<file path="src/rtl/fifo_flow_ctrl_pkg.sv">
// Shared constants for the flow-controlled FIFO: width defaults, threshold width
// and the all-empty vector the flow-control FSM compares its FIFO_empty bits against.
package fifo_flow_ctrl_pkg;
  localparam int DATA_WIDTH_DEF = 6;
  localparam int ADDR_WIDTH_DEF = 3;
  localparam int THR_W          = 3;
  localparam logic [9:0] ALL_EMPTY = 10'b1111111111;
endpackage

</file>
<file path="src/rtl/fifo_flow_ctrl_mem.sv">
// fifo_mem: DEPTH x DATA_WIDTH register array, synchronous write, asynchronous read.
// Storage is deliberately not reset; occupancy tracking lives in the top level.
module fifo_mem #(
  parameter int DATA_WIDTH = 6,
  parameter int ADDR_WIDTH = 3
) (
  input  logic                  clk,
  input  logic                  we,
  input  logic [ADDR_WIDTH-1:0] waddr,
  input  logic [DATA_WIDTH-1:0] wdata,
  input  logic [ADDR_WIDTH-1:0] raddr,
  output logic [DATA_WIDTH-1:0] rdata
);
  logic [DATA_WIDTH-1:0] mem [2**ADDR_WIDTH];

  always_ff @(posedge clk) begin
    if (we) mem[waddr] <= wdata;
  end

  assign rdata = mem[raddr];
endmodule

</file>
<file path="src/rtl/fifo_flow_ctrl.sv">
// Synchronous FIFO with threshold flags for the flow-control FSM.
// Build option FIFO_COUNT_EN exposes occupancy and splits error into overflow/underflow.
module fifo_flow_ctrl
  import fifo_flow_ctrl_pkg::*;
#(
  parameter int DATA_WIDTH = DATA_WIDTH_DEF,
  parameter int ADDR_WIDTH = ADDR_WIDTH_DEF
) (
  input  logic                  clk,
  input  logic                  reset,
  input  logic                  push,
  input  logic [DATA_WIDTH-1:0] data_in,
  input  logic                  pop,
  input  logic [THR_W-1:0]      umbral_alto,
  input  logic [THR_W-1:0]      umbral_bajo,
  output logic [DATA_WIDTH-1:0] data_out,
  output logic                  valid_out,
  output logic                  fifo_empty,
  output logic                  fifo_full,
  output logic                  almost_full,
  output logic                  almost_empty,
`ifdef FIFO_COUNT_EN
  output logic [ADDR_WIDTH:0]   count,
  output logic                  overflow_err,
  output logic                  underflow_err
`else
  output logic                  error
`endif
);
  localparam int DEPTH = 2**ADDR_WIDTH;
  localparam logic [ADDR_WIDTH:0] DEPTH_CNT = DEPTH[ADDR_WIDTH:0];

  logic [ADDR_WIDTH-1:0] wr_ptr, rd_ptr;
  logic [ADDR_WIDTH:0]   fill_cnt;
  logic [DATA_WIDTH-1:0] rd_word;
  logic                  push_ok, pop_ok, ovf, udf;
  logic                  ovf_seen, udf_seen;
  logic [ADDR_WIDTH:0]   alto_ext, bajo_ext;

  assign fifo_empty = (fill_cnt == '0);
  assign fifo_full  = (fill_cnt == DEPTH_CNT);

  // A pop on a full FIFO frees the slot the same edge; no write-through when empty.
  assign push_ok = push && (!fifo_full || pop);
  assign pop_ok  = pop && !fifo_empty;
  assign ovf     = push && fifo_full && !pop;
  assign udf     = pop && fifo_empty;

  assign alto_ext     = {{(ADDR_WIDTH+1-THR_W){1'b0}}, umbral_alto};
  assign bajo_ext     = {{(ADDR_WIDTH+1-THR_W){1'b0}}, umbral_bajo};
  assign almost_full  = (umbral_alto != '0) && (fill_cnt >= alto_ext);
  assign almost_empty = (fill_cnt <= bajo_ext);

  fifo_mem #(
    .DATA_WIDTH (DATA_WIDTH),
    .ADDR_WIDTH (ADDR_WIDTH)
  ) u_mem (
    .clk   (clk),
    .we    (push_ok),
    .waddr (wr_ptr),
    .wdata (data_in),
    .raddr (rd_ptr),
    .rdata (rd_word)
  );

  always_ff @(posedge clk or posedge reset) begin
    if (reset) begin
      wr_ptr    <= '0;
      rd_ptr    <= '0;
      fill_cnt  <= '0;
      data_out  <= '0;
      valid_out <= 1'b0;
      ovf_seen  <= 1'b0;
      udf_seen  <= 1'b0;
    end else begin
      valid_out <= pop_ok;
      if (push_ok) wr_ptr <= wr_ptr + 1'b1;
      if (pop_ok) begin
        rd_ptr   <= rd_ptr + 1'b1;
        data_out <= rd_word;
      end
      if (push_ok && !pop_ok)      fill_cnt <= fill_cnt + 1'b1;
      else if (pop_ok && !push_ok) fill_cnt <= fill_cnt - 1'b1;
      if (ovf) ovf_seen <= 1'b1;
      if (udf) udf_seen <= 1'b1;
    end
  end

`ifdef FIFO_COUNT_EN
  assign count         = fill_cnt;
  assign overflow_err  = ovf_seen;
  assign underflow_err = udf_seen;
`else
  assign error = ovf_seen | udf_seen;
`endif
endmodule
</file>
<file path="config.mk">
export PLATFORM = sky130hd
export DESIGN_NAME = fifo_flow_ctrl
export DESIGN_NICKNAME = d
export VERILOG_FILES = /design/src/rtl/fifo_flow_ctrl_pkg.sv /design/src/rtl/fifo_flow_ctrl_mem.sv /design/src/rtl/fifo_flow_ctrl.sv
export SDC_FILE = /design/constraint.sdc
export NUM_CORES = 1
export LEC_CHECK = 0
export CORE_MARGIN = 2
export CORE_UTILIZATION = 58
export DETAILED_ROUTE_END_ITERATION = 8
export PLACE_DENSITY = 0.89
export SYNTH_ARGS = -nofsm -noshare
export SYNTH_HDL_FRONTEND = slang
export SYNTH_SLANG_ARGS = --single-unit
</file>
<file path="constraint.sdc">
create_clock -name clk -period 5.5 [get_ports clk]
set_clock_uncertainty 0.05 [all_clocks]
set_input_delay 1.375 -clock clk [delete_from_list [all_inputs] [get_ports clk]]
set_output_delay 1.375 -clock clk [all_outputs]
set_load 0.05 [all_outputs]
</file>
### Yosys cells after proc, flatten, opt, wreduce, memory -nomap -nowiden

Memories as Yosys holds them, arrays and structs flattened. A register that Yosys moved wholly into a read port is not among the register bits.
Index checks and enable logic that the tools add are counted.

* $add $sub $neg: 4
* order comparisons: 2
* equal/unequal tests: 1
* multiplexer cells: 4
* bitwise gates (word level): 1
* reductions and logical operators: 17

Operators by type and width (count)
* logical AND 1 bit: 8
* two-way mux 4 bit: 2
* adder 3 x 1 -> 3 bit, second input constant: 2
* logical NOT 1 bit: 5
* adder 4 x 1 -> 4 bit, second input constant: 1
* equality test 4 bit, second input constant: 1
* >= comparator 4 x 3 -> 1 bit: 1
* <= comparator 4 x 3 -> 1 bit: 1
* logical NOT 4 bit: 1
* subtractor 4 x 1 -> 4 bit, second input constant: 1
* nonzero test 3 bit: 1
* two-way mux 1 bit: 2
* nonzero test 2 bit: 1
* logical OR 1 bit: 1
* OR 1 bit: 1

* bits in registers: 13
* memory bits (writable): 48
* input port bits: 16
* output and inout bits: 12
* word-level logic and storage cells: 36
* memories kept: 1

Memory list
* u_mem.mem: depth 8, bits a word 6, rd ports 1, clocked after memory_dff 1, wr ports 1, RTL line fifo_flow_ctrl_mem.sv:14 `logic [DATA_WIDTH-1:0] mem [2**ADDR_WIDTH];`

### Longest topological paths before layout

* word-level depth: 8
* mapped depth: 10

### Hierarchy

From an unflattened synthesis, not the netlist that was laid out.

* cell total of the unflattened synthesis: 167
* area, all modules: 2946.6 µm²

Modules (own cells, without submodules)
* fifo_mem: times used 1, cells an instance 82, area an instance 1901.8 µm²
* fifo_flow_ctrl: times used 1, cells an instance 85, area an instance 1044.8 µm²

### Least setup slack after synthesis

Ideal clock, no wire load.

* path type: register to register
* start point: register fill_cnt[0]
* end point: register fill_cnt[3]
* setup time: 0.126 ns
* arrival time: 4.077 ns
* required time: 5.324 ns
* path slack: 1.247 ns
* cell stages (with the launch flop): 11
* path buffers: 1
* period minus slack after synthesis: 4.253 ns
* cell sequence: dfrtp_1 -> nor4_1 -> nand2b_1 -> buf_4 -> ha_1 -> inv_1 -> ha_1 -> a21o_1 -> a2111oi_0 -> a31oi_1 -> a221o_1

RTL lines
* start: declaration: RTL line fifo_flow_ctrl.sv:34 `logic [ADDR_WIDTH:0] fill_cnt;`
* start signal: assignment: RTL line fifo_flow_ctrl.sv:82 `if (push_ok && !pop_ok) fill_cnt <= fill_cnt + 1'b1;`
* start signal: assignment: RTL line fifo_flow_ctrl.sv:83 `else if (pop_ok && !push_ok) fill_cnt <= fill_cnt - 1'b1;`
* logical NOT 4 bit *: RTL line fifo_flow_ctrl.sv:40 `assign fifo_empty = (fill_cnt == '0);`
* net fifo_empty: RTL line fifo_flow_ctrl.sv:18 `output logic fifo_empty,`
* logical NOT 1 bit *: RTL line fifo_flow_ctrl.sv:45 `assign pop_ok = pop && !fifo_empty;`
* logical AND 1 bit *: RTL line fifo_flow_ctrl.sv:45
* logical NOT 1 bit: RTL line fifo_flow_ctrl.sv:82
* logical AND 1 bit: RTL line fifo_flow_ctrl.sv:82
* two-way mux 4 bit / nonzero test 2 bit (equally long branches)

The timed path passes the listed nets; every way through them passes the cells marked *. The select of a mux whose other input is x is not followed.
A chain may end at the register's enable or synchronous reset.

### Worst setup path after layout

* start point: input umbral_bajo[1]
* end point: output almost_empty

* word-level cells in the longest chain between the ends: 1

Ends and longest elaborated chain
* start: declaration: RTL line fifo_flow_ctrl.sv:15 `input logic [THR_W-1:0] umbral_bajo,`
* <= comparator 4 x 3 -> 1 bit: RTL line fifo_flow_ctrl.sv:52 `assign almost_empty = (fill_cnt <= bajo_ext);`
* end: declaration: RTL line fifo_flow_ctrl.sv:21 `output logic almost_empty,`

No other way between the ends.

==> metrics.txt <==
DR vias=1736; met3 usage=6.69%; CP peak stage delay=810 ps; CP required=4070 ps; GRT Residual Overflow=0; Total GRT Usage=21.4%; Layout area overhead=17.0%; slew margin rel.=31.3%; top_reg_cell synth=edfxtp_1; Synth async-reset ratio=28.4%; sequential-to-total area share from yosys stat=~65%; Inserted Diodes=0; setup repair bufs after CTS=0; Avg Synthesized Cell Area=14.4 um^2; first-pass GRT wire length=8340 um; share of cells above drive strength 1=14.4%; GP Congestion=0.714; Final period util=88.6%; initial antenna violation count=0; slowest library cell on the worst path=clkdlybuf4s50_1; Max Clk Rate=205 MHz; Std-Cell Rows=25; crit path kind=in -> out; post-route ant nets=0; Mapped Cells=203; GRT met2 Usage=between 30% and 40%; hold_buf cts=0; Post-Syn Nets=around 230; crit start category=input port; leading area contributor after synthesis=edfxtp_1; Yosys cell types=32; Slew @ Worst Pin=1020 ps; CTS root buffer=clkbuf_8; vias in the first global route=1780; Hold Crit Endpoint=ovf_seen$_DFFE_PP0P_; final setup fails=0; critical-path cell list=clkdlybuf4s50_1 > inv_1 > ha_1 > nor2b_1 > o21ai_0 > nand2b_1 > a21oi_1 > clkdlybuf4s50_1; top-area cell type share of the netlist area=49.2%; top cells by area, synth=edfxtp_1 49%, dfrtp_1 16%, mux2_2 5.0%, ha_1 4.7%, mux2i_1 4.1%; Post-DP Area=3260 um^2; cell mode on critical path=clkdlybuf4s50_1; reg-to-reg critical path endpoint=fill_cnt[3]$_DFFE_PP0P_; gr busiest metal=met2; CP Max Fanout=2; die height=75.1 um; Routed WL per cell=16.9 um; DRC=0; VDD IR max=0.308 mV; Yosys reg bits=67; status=completed; number of hold violations in the final report=0; Post-Route Utilization=71.6%; CTS-repair resized insts=0; Crit. End Element=output pin; Die Wd=75.1 um; DPL Wire Length=3550 um; Hold Path Cell Cnt=1; Hold/Removal Path Class=reg -> reg; nets@finish=266; FF-to-FF Start=fill_cnt[0]$_DFFE_PP0P_; port bufs=27; Max-Cap Viols=0; initial core utilization=between 60% and 70%; RSZ-0062 raised after global routing=false; final setup TNS=0 ps; Post-synth EDFFs=48; Total Power=1.87 mW; I/O pins=28; CTS buffer count=9; TritonCTS clock tree=done; # H-tree levels=3; initial DRC count=66; pin count of the biggest net entering global routing=27; CTS clk-pin slew, worst paths=~70 ps; Reg2Reg Setup Slack=2060 ps; Buf/Inv on CP=3; TritonCTS Sinks=67; Bufs on Longest Clock Path=2; leakage=1.30 nW; pre-CTS setup slack=607 ps; Crit path max-delay family=buffers and inverters; Critical Path AT=between 3000 and 4000 ps; cell area power density=544 nW/um^2; router iterations before antenna repair=5; Final Instance Area=3430 um^2; vias per cell=5.60; FF-to-FF path depth=9; min cycle time layout=a little under 5000 ps; die area=5630 um^2; Core ar.=4790 um^2; Final WS setup=between 600 and 700 ps; routed wire length=5250 um; Worst-Skew Late Latency=340 ps; Post-Syn Area=between 2000 and 3000 um^2; Slew Viols, Final=0; Hold Startpoint=ovf_seen$_DFFE_PP0P_; met1 global-route usage=25.6%; YS warnings=0
-- synth_stat cells, types with 2 or more instances --
cell type	n
o22ai_1	6
a21oi_1	3
buf_4	2
xnor2_1	6
inv_1	10
ha_1	11
a21boi_0	2
nand2b_1	5
mux2i_1	12
o21ai_0	8
dfrtp_1	19
nand2_1	17
nor3_1	6
a221o_1	7
nor4_1	3
nor2_1	7
edfxtp_1	48
nor2b_1	2
a21o_1	3
mux2_2	13
buf_6	2
-- cell families after synthesis --
group	count (synthesis)	share of synthesized area [%]
flip-flops	67	65.4
AND/OR/NAND/NOR	44	7.30
AO/OA/AOI/OAI	33	8.07
multiplexers	25	9.10
buffers and inverters	16	2.90
adder cells (fa/ha/maj)	12	5.38
XOR/XNOR	6	1.79
-- layout by cell type (no fill, tap or decap), types with 2 or more instances in the layout --
cell type        count
nor2_1               7
a21oi_1              3
xnor2_1              6
buf_4                2
clkdlybuf4s50_1     27
a221o_1              7
ha_1                11
nand2b_1             5
nor4_1               3
clkbuf_8            10
edfxtp_1            48
a21boi_0             2
mux2i_1             12
clkinvlp_4           2
a21o_1               3
mux2_2              13
dfrtp_1             19
nor3_1               6
nor2b_1              2
o22ai_1              6
o21ai_0              8
clkinv_2             3
nand2_1             17
inv_1               10
-- layout make-up --
class	count	area [um^2]
flip-flops and latches	67	1920
fillers	336	1360
multi-input cells	120	927
repair buffers	29	285
clock buffers	11	141
well taps	67	83.8
inverters	11	43.8
clock inverters	5	30.0
-- report_power, final --
part / internal [mW] / switching [mW] / total, mW
combinational: 0.314 / 0.437 / 0.751
sequential: 0.666 / 0.0927 / 0.759
clock: 0.173 / 0.182 / 0.355
-- through the flow --
step	hold slack, ps	cells
global route	436	310
global placement	383	294
floorplan	370	203
detailed placement	387	294
CTS	402	310
finish	398	310
-- worst max path at each step --
stage | endpoint | depth (start not counted) | startpoint | slack [ps]
detailed placement | almost_empty | 8 | umbral_bajo[1] | 610
global placement | almost_empty | 8 | umbral_bajo[1] | 680
floorplan | fill_cnt[3]$_DFFE_PP0P_ | 10 | fill_cnt[0]$_DFFE_PP0P_ | 1250
finish | almost_empty | 8 | umbral_bajo[1] | 630
CTS | almost_empty | 8 | umbral_bajo[1] | 610
global route | almost_empty | 8 | umbral_bajo[1] | 500
-- state kept, by name, summed over array words and instances (netlist names) --
| signal | flops |
|---|---|
| data_out | 6 |
| ovf_seen | 1 |
| wr_ptr | 3 |
| u_mem.mem | 48 |
| fill_cnt | 4 |
| valid_out | 1 |
| udf_seen | 1 |
| rd_ptr | 3 |
-- worst reg2reg max path: stages (launching register included) --
cell and delay, ps:
dfrtp_1 460, nor4_1 490, nand2b_1 550, ha_1 320, inv_1 130, ha_1 290
a21o_1 200, a2111oi_0 420, a31oi_1 80, a221o_1 330
-- per-layer routing --
metal,vias up,share of wire [%]
met3,11,4.8
met2,50,51
met5,-,0
met4,0,1.8
li1,833,-
met1,842,42
Power figures use the tool's default switching activity.
